$ cat config.mk
export PLATFORM = sky130hd
export DESIGN_NAME = hardcloud_top_example_reducer
export DESIGN_NICKNAME = d
export VERILOG_FILES = /design/src/rtl/hardcloud_top_example_reducer.sv
export SDC_FILE = /design/constraint.sdc
export NUM_CORES = 2
export LEC_CHECK = 0
export BUFFER_PORTS_ARGS = -buffer_cell sky130_fd_sc_hd__buf_2
export CAP_MARGIN = 0
export CORE_AREA = 8 8 457 459
export DETAILED_ROUTE_END_ITERATION = 6
export DIE_AREA = 0 0 465 467
export PLACE_DENSITY = 0.38
export SYNTH_ARGS = -nofsm -noshare
export SYNTH_HDL_FRONTEND = slang
export SYNTH_SLANG_ARGS = --single-unit
$ cat constraint.sdc
create_clock -name aclk -period 8.9 [get_ports aclk]
set_input_delay 0.89 -clock aclk [delete_from_list [all_inputs] [get_ports aclk]]
set_output_delay 0.89 -clock aclk [all_outputs]
set_load 0.01 [all_outputs]
$ cat src/rtl/hardcloud_top_example_reducer.sv
// hardcloud_top_example_reducer
// Per-packet lane-sum reducer placed after the example constant adder.
// Every beat's kept lanes are summed into a registered stage-1 value, folded
// into a wide accumulator, and each packet (closed by tlast) produces a single
// result beat: {packet index, beat count, sum} packed into the low bits.

module hardcloud_top_example_reducer #(
    parameter int C_AXIS_TDATA_WIDTH = 512,
    parameter int C_ADDER_BIT_WIDTH  = 32,
    parameter int C_ACC_WIDTH        = 64
) (
    input  logic                            aclk,
    input  logic                            aresetn,

    input  logic                            s_axis_tvalid,
    output logic                            s_axis_tready,
    input  logic [C_AXIS_TDATA_WIDTH-1:0]   s_axis_tdata,
    input  logic [C_AXIS_TDATA_WIDTH/8-1:0] s_axis_tkeep,
    input  logic                            s_axis_tlast,

    output logic                            m_axis_tvalid,
    input  logic                            m_axis_tready,
    output logic [C_AXIS_TDATA_WIDTH-1:0]   m_axis_tdata,
    output logic [C_AXIS_TDATA_WIDTH/8-1:0] m_axis_tkeep,
    output logic                            m_axis_tlast,

    output logic [31:0]                     pkt_count
);

    localparam int LP_NUM_LANES  = C_AXIS_TDATA_WIDTH / C_ADDER_BIT_WIDTH;
    localparam int LP_LANE_BYTES = C_ADDER_BIT_WIDTH / 8;

    typedef enum logic [1:0] {
        ACCUM = 2'd0,
        FLUSH = 2'd1,
        EMIT  = 2'd2
    } state_t;

    state_t state;
    state_t next_state;

    logic                          ready_q;
    logic                          accept;
    logic                          handshake;

    logic [C_ACC_WIDTH-1:0]        lane_ext;
    logic [C_ACC_WIDTH-1:0]        lane_sum;

    logic                          s1_valid;
    logic [C_ACC_WIDTH-1:0]        s1_sum;

    logic [C_ACC_WIDTH-1:0]        acc;
    logic [C_ACC_WIDTH-1:0]        flush_sum;

    logic [31:0]                   beat_count;
    logic [31:0]                   pkt_count_q;

    logic [C_AXIS_TDATA_WIDTH-1:0] result_word;
    logic [C_AXIS_TDATA_WIDTH-1:0] result_q;

    // Only the first keep bit of each lane matters; the rest are intentionally ignored.
    logic                          unused_keep;
    assign unused_keep = ^s_axis_tkeep;

    // A beat is taken only while the registered ready is up, which is only in ACCUM.
    assign accept    = s_axis_tvalid & ready_q;
    assign handshake = (state == EMIT) & m_axis_tready;

    // Sum of the kept lanes of the current beat, each zero-extended to accumulator width.
    always_comb begin
        lane_ext = '0;
        lane_sum = '0;
        for (int i = 0; i < LP_NUM_LANES; i++) begin
            lane_ext = '0;
            if (s_axis_tkeep[i*LP_LANE_BYTES]) begin
                lane_ext[C_ADDER_BIT_WIDTH-1:0] = s_axis_tdata[i*C_ADDER_BIT_WIDTH +: C_ADDER_BIT_WIDTH];
            end
            lane_sum = lane_sum + lane_ext;
        end
    end

    // Next-state decode: tlast closes a packet, FLUSH lasts one cycle, EMIT waits for the consumer.
    always_comb begin
        next_state = state;
        case (state)
            ACCUM: begin
                if (accept && s_axis_tlast) begin
                    next_state = FLUSH;
                end
            end
            FLUSH: begin
                next_state = EMIT;
            end
            EMIT: begin
                if (m_axis_tready) begin
                    next_state = ACCUM;
                end
            end
            default: begin
                next_state = ACCUM;
            end
        endcase
    end

    // State register.
    always_ff @(posedge aclk) begin
        if (!aresetn) begin
            state <= ACCUM;
        end else begin
            state <= next_state;
        end
    end

    // Input ready is a registered decode of the upcoming state so it is low throughout reset.
    always_ff @(posedge aclk) begin
        if (!aresetn) begin
            ready_q <= 1'b0;
        end else begin
            ready_q <= (next_state == ACCUM);
        end
    end

    // Stage 1: register the per-beat lane sum together with its valid flag.
    always_ff @(posedge aclk) begin
        if (!aresetn) begin
            s1_valid <= 1'b0;
            s1_sum   <= '0;
        end else begin
            s1_valid <= accept;
            if (accept) begin
                s1_sum <= lane_sum;
            end
        end
    end

    // The last beat's stage-1 value is still in flight during FLUSH, so fold it in here.
    always_comb begin
        flush_sum = acc + (s1_valid ? s1_sum : '0);
    end

    // Accumulate stage-1 sums while collecting a packet; clear once the result is captured.
    always_ff @(posedge aclk) begin
        if (!aresetn) begin
            acc <= '0;
        end else if (state == FLUSH) begin
            acc <= '0;
        end else if ((state == ACCUM) && s1_valid) begin
            acc <= acc + s1_sum;
        end
    end

    // Count accepted beats (empty-keep beats included), saturating, cleared when the result is taken.
    always_ff @(posedge aclk) begin
        if (!aresetn) begin
            beat_count <= '0;
        end else if (handshake) begin
            beat_count <= '0;
        end else if (accept && (beat_count != 32'hFFFF_FFFF)) begin
            beat_count <= beat_count + 32'd1;
        end
    end

    // Pack the result word: sum in the low field, then beat count, then packet index.
    always_comb begin
        result_word                                = '0;
        result_word[C_ACC_WIDTH-1:0]               = flush_sum;
        result_word[C_ACC_WIDTH +: 32]             = beat_count;
        result_word[C_ACC_WIDTH+32 +: 32]          = pkt_count_q;
    end

    // Output register loaded at the end of FLUSH and held untouched through EMIT.
    always_ff @(posedge aclk) begin
        if (!aresetn) begin
            result_q <= '0;
        end else if (state == FLUSH) begin
            result_q <= result_word;
        end
    end

    // Number of results the consumer has accepted since reset.
    always_ff @(posedge aclk) begin
        if (!aresetn) begin
            pkt_count_q <= '0;
        end else if (handshake) begin
            pkt_count_q <= pkt_count_q + 32'd1;
        end
    end

    assign s_axis_tready = ready_q;
    assign m_axis_tvalid = (state == EMIT);
    assign m_axis_tdata  = result_q;
    assign m_axis_tkeep  = '1;
    assign m_axis_tlast  = 1'b1;
    assign pkt_count     = pkt_count_q;

endmodule

==> Word-level counts from Yosys, hierarchy flattened <==
Cells that the tools add are included.
{ "word_totals": {"inputBits": 581, "regBits": 324} }
{ "op_classes": {"n_bitwise": 3, "reduce_logical": 7, "n_addsub": 19, "muxes": 20, "n_eq_ne": 3} }
{ "op_table": {"columns": ["operator", "count"], "rows": [
  ["2-to-1 mux 32 bit", 16],
  ["adder 64 bit", 2],
  ["adder 32 x 1 -> 32 bit (second input constant)", 2],
  ["2-to-1 mux 64 bit", 1],
  ["adder 46 x 32 -> 47 bit", 1],
  ["adder 45 x 32 -> 46 bit", 1],
  ["adder 44 x 32 -> 45 bit", 1],
  ["adder 43 x 32 -> 44 bit", 1],
  ["adder 42 x 32 -> 43 bit", 1],
  ["adder 41 x 32 -> 42 bit", 1],
  ["adder 40 x 32 -> 41 bit", 1],
  ["adder 39 x 32 -> 40 bit", 1],
  ["adder 38 x 32 -> 39 bit", 1],
  ["adder 37 x 32 -> 38 bit", 1],
  ["adder 36 x 32 -> 37 bit", 1],
  ["adder 35 x 32 -> 36 bit", 1],
  ["adder 34 x 32 -> 35 bit", 1],
  ["adder 33 x 32 -> 34 bit", 1],
  ["adder 32 x 32 -> 33 bit", 1],
  ["inequality test 32 bit (second input constant)", 1],
  ["one-hot mux 2 bit (3 select lines)", 1],
  ["logical NOT 2 bit", 2],
  ["2-to-1 mux 2 bit", 2],
  ["OR reduction 2 bit", 2],
  ["5 further kinds", 8]
]} }

==> Logic depth before layout (Yosys ltp) <==
{ "logic_depth": {"word_depth": 16, "ltp_mapped": 25, "depth_no_buf": 24} }

==> Least setup slack after synthesis <==
OpenSTA, ideal clock, no wires.
{ "synth_timing": {"path_type": "input-to-reg", "start": "input port s_axis_tkeep[8]", "end": "register s1_sum[31]", "required_time_ns": 8.838, "path_stages": 21, "setup_slack_ns": 1.981, "arrival_time_ns": 6.856, "setup_ns": 0.062, "path_cell_list": "clkbuf_1 > nand2_1 > fa_1 > inv_1 > fa_1 > fa_1 > fa_1 > fa_1 > inv_1 > fa_1 > inv_1 > ha_1 > a21oi_1 > o22ai_1 > a311oi_1 > a21oi_1 > a311oi_2 > o21ai_0 > a21oi_1 > mux2_2 > nand3_1"} }
{ "synth_between": {"elab_chain_cells": 15} }
{ "synth_lines": {"columns": ["item", "line", "rtl"], "rows": [
  ["start, declared", "18", "input logic [C_AXIS_TDATA_WIDTH/8-1:0] s_axis_tkeep,"],
  ["2-to-1 mux 32 bit", "75", "if (s_axis_tkeep[i*LP_LANE_BYTES]) begin"],
  ["adder 33 x 32 -> 34 bit", "78", "lane_sum = lane_sum + lane_ext;"],
  ["adder 34 x 32 -> 35 bit", "78", null],
  ["adder 35 x 32 -> 36 bit", "78", null],
  ["adder 36 x 32 -> 37 bit", "78", null],
  ["adder 37 x 32 -> 38 bit", "78", null],
  ["adder 38 x 32 -> 39 bit", "78", null],
  ["adder 39 x 32 -> 40 bit", "78", null],
  ["adder 40 x 32 -> 41 bit", "78", null],
  ["adder 41 x 32 -> 42 bit", "78", null],
  ["adder 42 x 32 -> 43 bit", "78", null],
  ["adder 43 x 32 -> 44 bit", "78", null],
  ["adder 44 x 32 -> 45 bit", "78", null],
  ["adder 45 x 32 -> 46 bit", "78", null],
  ["adder 46 x 32 -> 47 bit", "78", null],
  ["end signal, assigned", "131", "s1_sum <= lane_sum;"],
  ["end, declared", "50", "logic [C_ACC_WIDTH-1:0] s1_sum;"]
]} }
Every way passes these cells.
A chain may end at the register's enable or synchronous reset.

==> Worst setup path in the final report <==
{ "layout_timing": {"start": "input port s_axis_tkeep[20]", "end": "register s1_sum[36]"} }
{ "layout_between": {"elab_chain_cells": 12} }
{ "layout_lines": {"columns": ["item", "line"], "rows": [
  ["2-to-1 mux 32 bit", "75"],
  ["adder 36 x 32 -> 37 bit", "78"],
  ["adder 37 x 32 -> 38 bit", "78"],
  ["adder 38 x 32 -> 39 bit", "78"],
  ["adder 39 x 32 -> 40 bit", "78"],
  ["adder 40 x 32 -> 41 bit", "78"],
  ["adder 41 x 32 -> 42 bit", "78"],
  ["adder 42 x 32 -> 43 bit", "78"],
  ["adder 43 x 32 -> 44 bit", "78"],
  ["adder 44 x 32 -> 45 bit", "78"],
  ["adder 45 x 32 -> 46 bit", "78"],
  ["adder 46 x 32 -> 47 bit", "78"]
]} }
Every way passes these cells.

==> out/metrics.yaml <==
clocking:
  cts_buffer_depth: 3
  cts_num_sinks: 297
  clk_pin_slew_worst_paths_ps: 60
  cts_root_buf: "clkbuf_16"
  post_cts_resize_count: 0
  clock_latency_ps: 610
  holdBufCountCts: 0
  h-tree-depth: 2
  cts_buffers: 41
  cts_tree: "yes"
  cts_setup_buffers: 0
placement:
  dp_slack_ps: 563
  hpwl_mm: 132
  portBuffers: 694
  placed_area_um2: 38800
  place.gp.congestion: 0.925
pwr:
  share_comb_of_total_power_pct: 79.6
  leakagePower_nw: 19.0
  p_sw_mw: 8.41
  clkPwrFrac_pct: 11.2
  power.density_nw_per_um2: 393
  p_int_mw: 7.37
  ir_worst_vdd_mv: 0.503
  fin_total_pwr_mw: 15.8
  switching_share_pct: 53.3
  pwr-share-seq_pct: 9.2
sta:
  fin_setup_tns_ps: 0
  setup_violations: 0
  rsz0062_at_grt: "false"
  tightestPinTransition_ps: 1190
  skew_ps: 33.5
  max_freq_mhz: 130
  slew_violations: 0
  period_minus_slack_ps: 7680
  slew_headroom_pct: 20.7
  min_period_over_period_pct: 86.3
  hold_violations: 0
  finalWorstSetupSlack_ps: 1220
critical_path:
  cp.required_ps: 9370
  path_class: "input port to register"
  ff2ff_setup_slack_ps: 4710
  r2r_cells: 14
  rr_startpoint: "s1_valid$_SDFF_PN0_"
  crit_arrival_ps: 8150
  crit_fanout: 23
  worst_r2r_endpoint: "m_axis_tdata[40]$_SDFFE_PN0P_"
  cp-end-kind: "register"
  start_kind: "input port"
cells_and_area:
  drive_above_1_share_pct: 17.2
  area_delta_synth_final_pct: 18.6
  design_area_um2: 40200
  nets: 5927
global_routing:
  grt_pass1_vias: 30700
  grt_overflow: 0
  grt_use_total_pct: 13.4
  grt_pass1_wl_mm: 217
  grt_max_degree: 94
  antenna_found_initial: 42
synthesis:
  synth_area_um2: 33900
  synth.area.top_cells: "fa_1 (26%), dfxtp_1 (18%), buf_4 (10%)"
  synth_top_family_by_area: "adder cells"
  synth_edf_count: 0
  synth_xor_area_share_pct: 3.75
  ys_seq_area_share_pct: 17.5
  synth-main-ff-cell: "dfxtp_1"
  syn_avg_cell_area_um2: 8.16
  yosys-mux-area-fraction_pct: 0.240
  ys_ff_latch: 297
  synth.most_common_cell: "nand2_1"
  synthCells: 4155
  yosysWarnings: 0
  async_reset_ff_share_pct: 0
  synth_fa_ha_area_share_pct: 30.8
  synth-simple-area-share_pct: 19.2
  synth.distinct_cells: 76
  synth_compound_area_share_pct: 11.3
  synth_largest_area_cell: "fa_1"
  synth_top_area_share_pct: 26.3
  synthTopCellsByCount: "nand2_1 (749), inv_1 (498), buf_4 (450), fa_1 (446), dfxtp_1 (297)"
route:
  drt_iter0_markers: 1779
  wl_per_cell_um: 20.2
  drt-total-wl_mm: 151
  ant_nets: 0
  vias_per_cell: 3.86
  num_vias: 28900
  first_pass_iters: 5
  drc_errors: 0
die:
  rows: 165
  start_util_pct: 16.8
  die_h_um: 467
  core_region_area_um2: 201000
  io_pins: 1192
  die_x_um: 465
  dieArea_um2: 217000
hold_path:
  holdPathEnd: "m_axis_tdata[5]$_SDFFE_PN0P_"
  hold_path.class: "register to register"
  holdPathStages: 2
  hp-start: "m_axis_tdata[5]$_SDFFE_PN0P_"
outcome:
  status: "complete, no violations"
run:
  maxCapViolations: 0
[cells by family (layout without fill, tap and decap cells)]
kind of cell    Yosys count  in the layout
fa+ha+maj               567            567
simple gates           1414           1414
flops                   297            297
other cells               2            460
xor+xnor                145            145
compound gates          627            627
buf+inv                1095           1300
mux                       8              8
[cell type report]
cell class	count	area, um^2
sequential	297	5950
multi-input combinational	3210	23800
fill	22800	161000
clock buffer	52	1120
antenna	11	27.5
tap	2672	3340
timing repair buffer	731	3760
clock inverter	19	295
inverter	498	1870
[metal layers]
| metal | share of wire [%] | vias up | GRT usage (%) |
|---|---|---|---|
| met5 | 0.14 | - | 0 |
| met4 | 1.7 | 34 | 2.30 |
| met3 | 7.9 | 136 | 3.48 |
| met2 | 46 | 960 | 22.0 |
| met1 | 45 | 14300 | 18.0 |
| li1 | - | 13500 | - |
[worst max path at each step]
| stage | slack [ps] | from | depth (start not counted) | end |
|---|---|---|---|---|
| final | 1220 | s_axis_tkeep[20] | 23 | s1_sum[36]$_SDFFE_PN0P_ |
| after global routing | 800 | s_axis_tkeep[20] | 23 | s1_sum[36]$_SDFFE_PN0P_ |
| after CTS | 1220 | s_axis_tkeep[20] | 23 | s1_sum[36]$_SDFFE_PN0P_ |
| after detailed placement | 560 | s_axis_tkeep[20] | 23 | s1_sum[36]$_SDFFE_PN0P_ |
| after global placement | 590 | s_axis_tkeep[20] | 23 | s1_sum[36]$_SDFFE_PN0P_ |
| after floorplan | 1980 | s_axis_tkeep[8] | 21 | s1_sum[31]$_SDFFE_PN0P_ |
[stage by stage]
| stage | util, % | hold WS (ps) | instances |
|---|---|---|---|
| floorplan | - | 432 | 4602 |
| global placement | 19.3 | 440 | 7408 |
| detailed placement | 19.3 | 443 | 7408 |
| CTS | 20.0 | 450 | 7479 |
| global route | 20.0 | 462 | 7484 |
| finish | 20.0 | 447 | 7490 |
[layout by cell type (no fill, tap or decap), types with 20 or more instances in the layout]
cell         n
nand2_1    747
buf_2      694
inv_1      497
conb_1     449
fa_1       446
dfxtp_1    297
a21oi_1    262
and2_1     199
nor2_1     168
o21ai_0    132
ha_1       121
nand3_1     78
xor2_1      78
xnor2_1     67
a21o_1      64
or3_1       52
clkbuf_16   41
buf_4       36
nand4_1     29
and3_1      28
a31oi_1     26
nor2b_1     24
a211oi_1    20
[worst max-delay path, stage by stage]
cell and delay, ps:
buf_2 340, buf_4 430, nand2_1 140, fa_1 510
inv_1 170, fa_1 430, inv_1 80, fa_1 460
fa_1 540, fa_1 450, fa_1 510, inv_1 40
ha_1 220, fa_1 430, a211oi_1 450, o21a_1 290
o21ai_0 190, a21o_1 330, a41oi_1 420, o211a_1 260
a21oi_1 130, a221oi_1 290, nor3_1 70
[flip-flops by register name, indices dropped and copies added, names as in the netlist]
| register | flops |
|---|---|
| state | 2 |
| beat_count | 32 |
| pkt_count | 32 |
| s1_valid | 1 |
| m_axis_tdata | 128 |
| s_axis_tready | 1 |
| acc | 64 |
| s1_sum | 37 |
[power by group through the flow]
stage | logic [mW] | clock network, mW | registers, mW
5_1_grt | 14.3 | 1.89 | 1.47
3_5_place_dp | 12.6 | 0 | 1.50
4_1_cts | 12.7 | 1.85 | 1.47
6_report | 12.6 | 1.76 | 1.45
2_1_floorplan | 9.17 | 0 | 1.44
3_3_place_gp | 12.7 | 0 | 1.50
(Power assumes the default switching activity.)
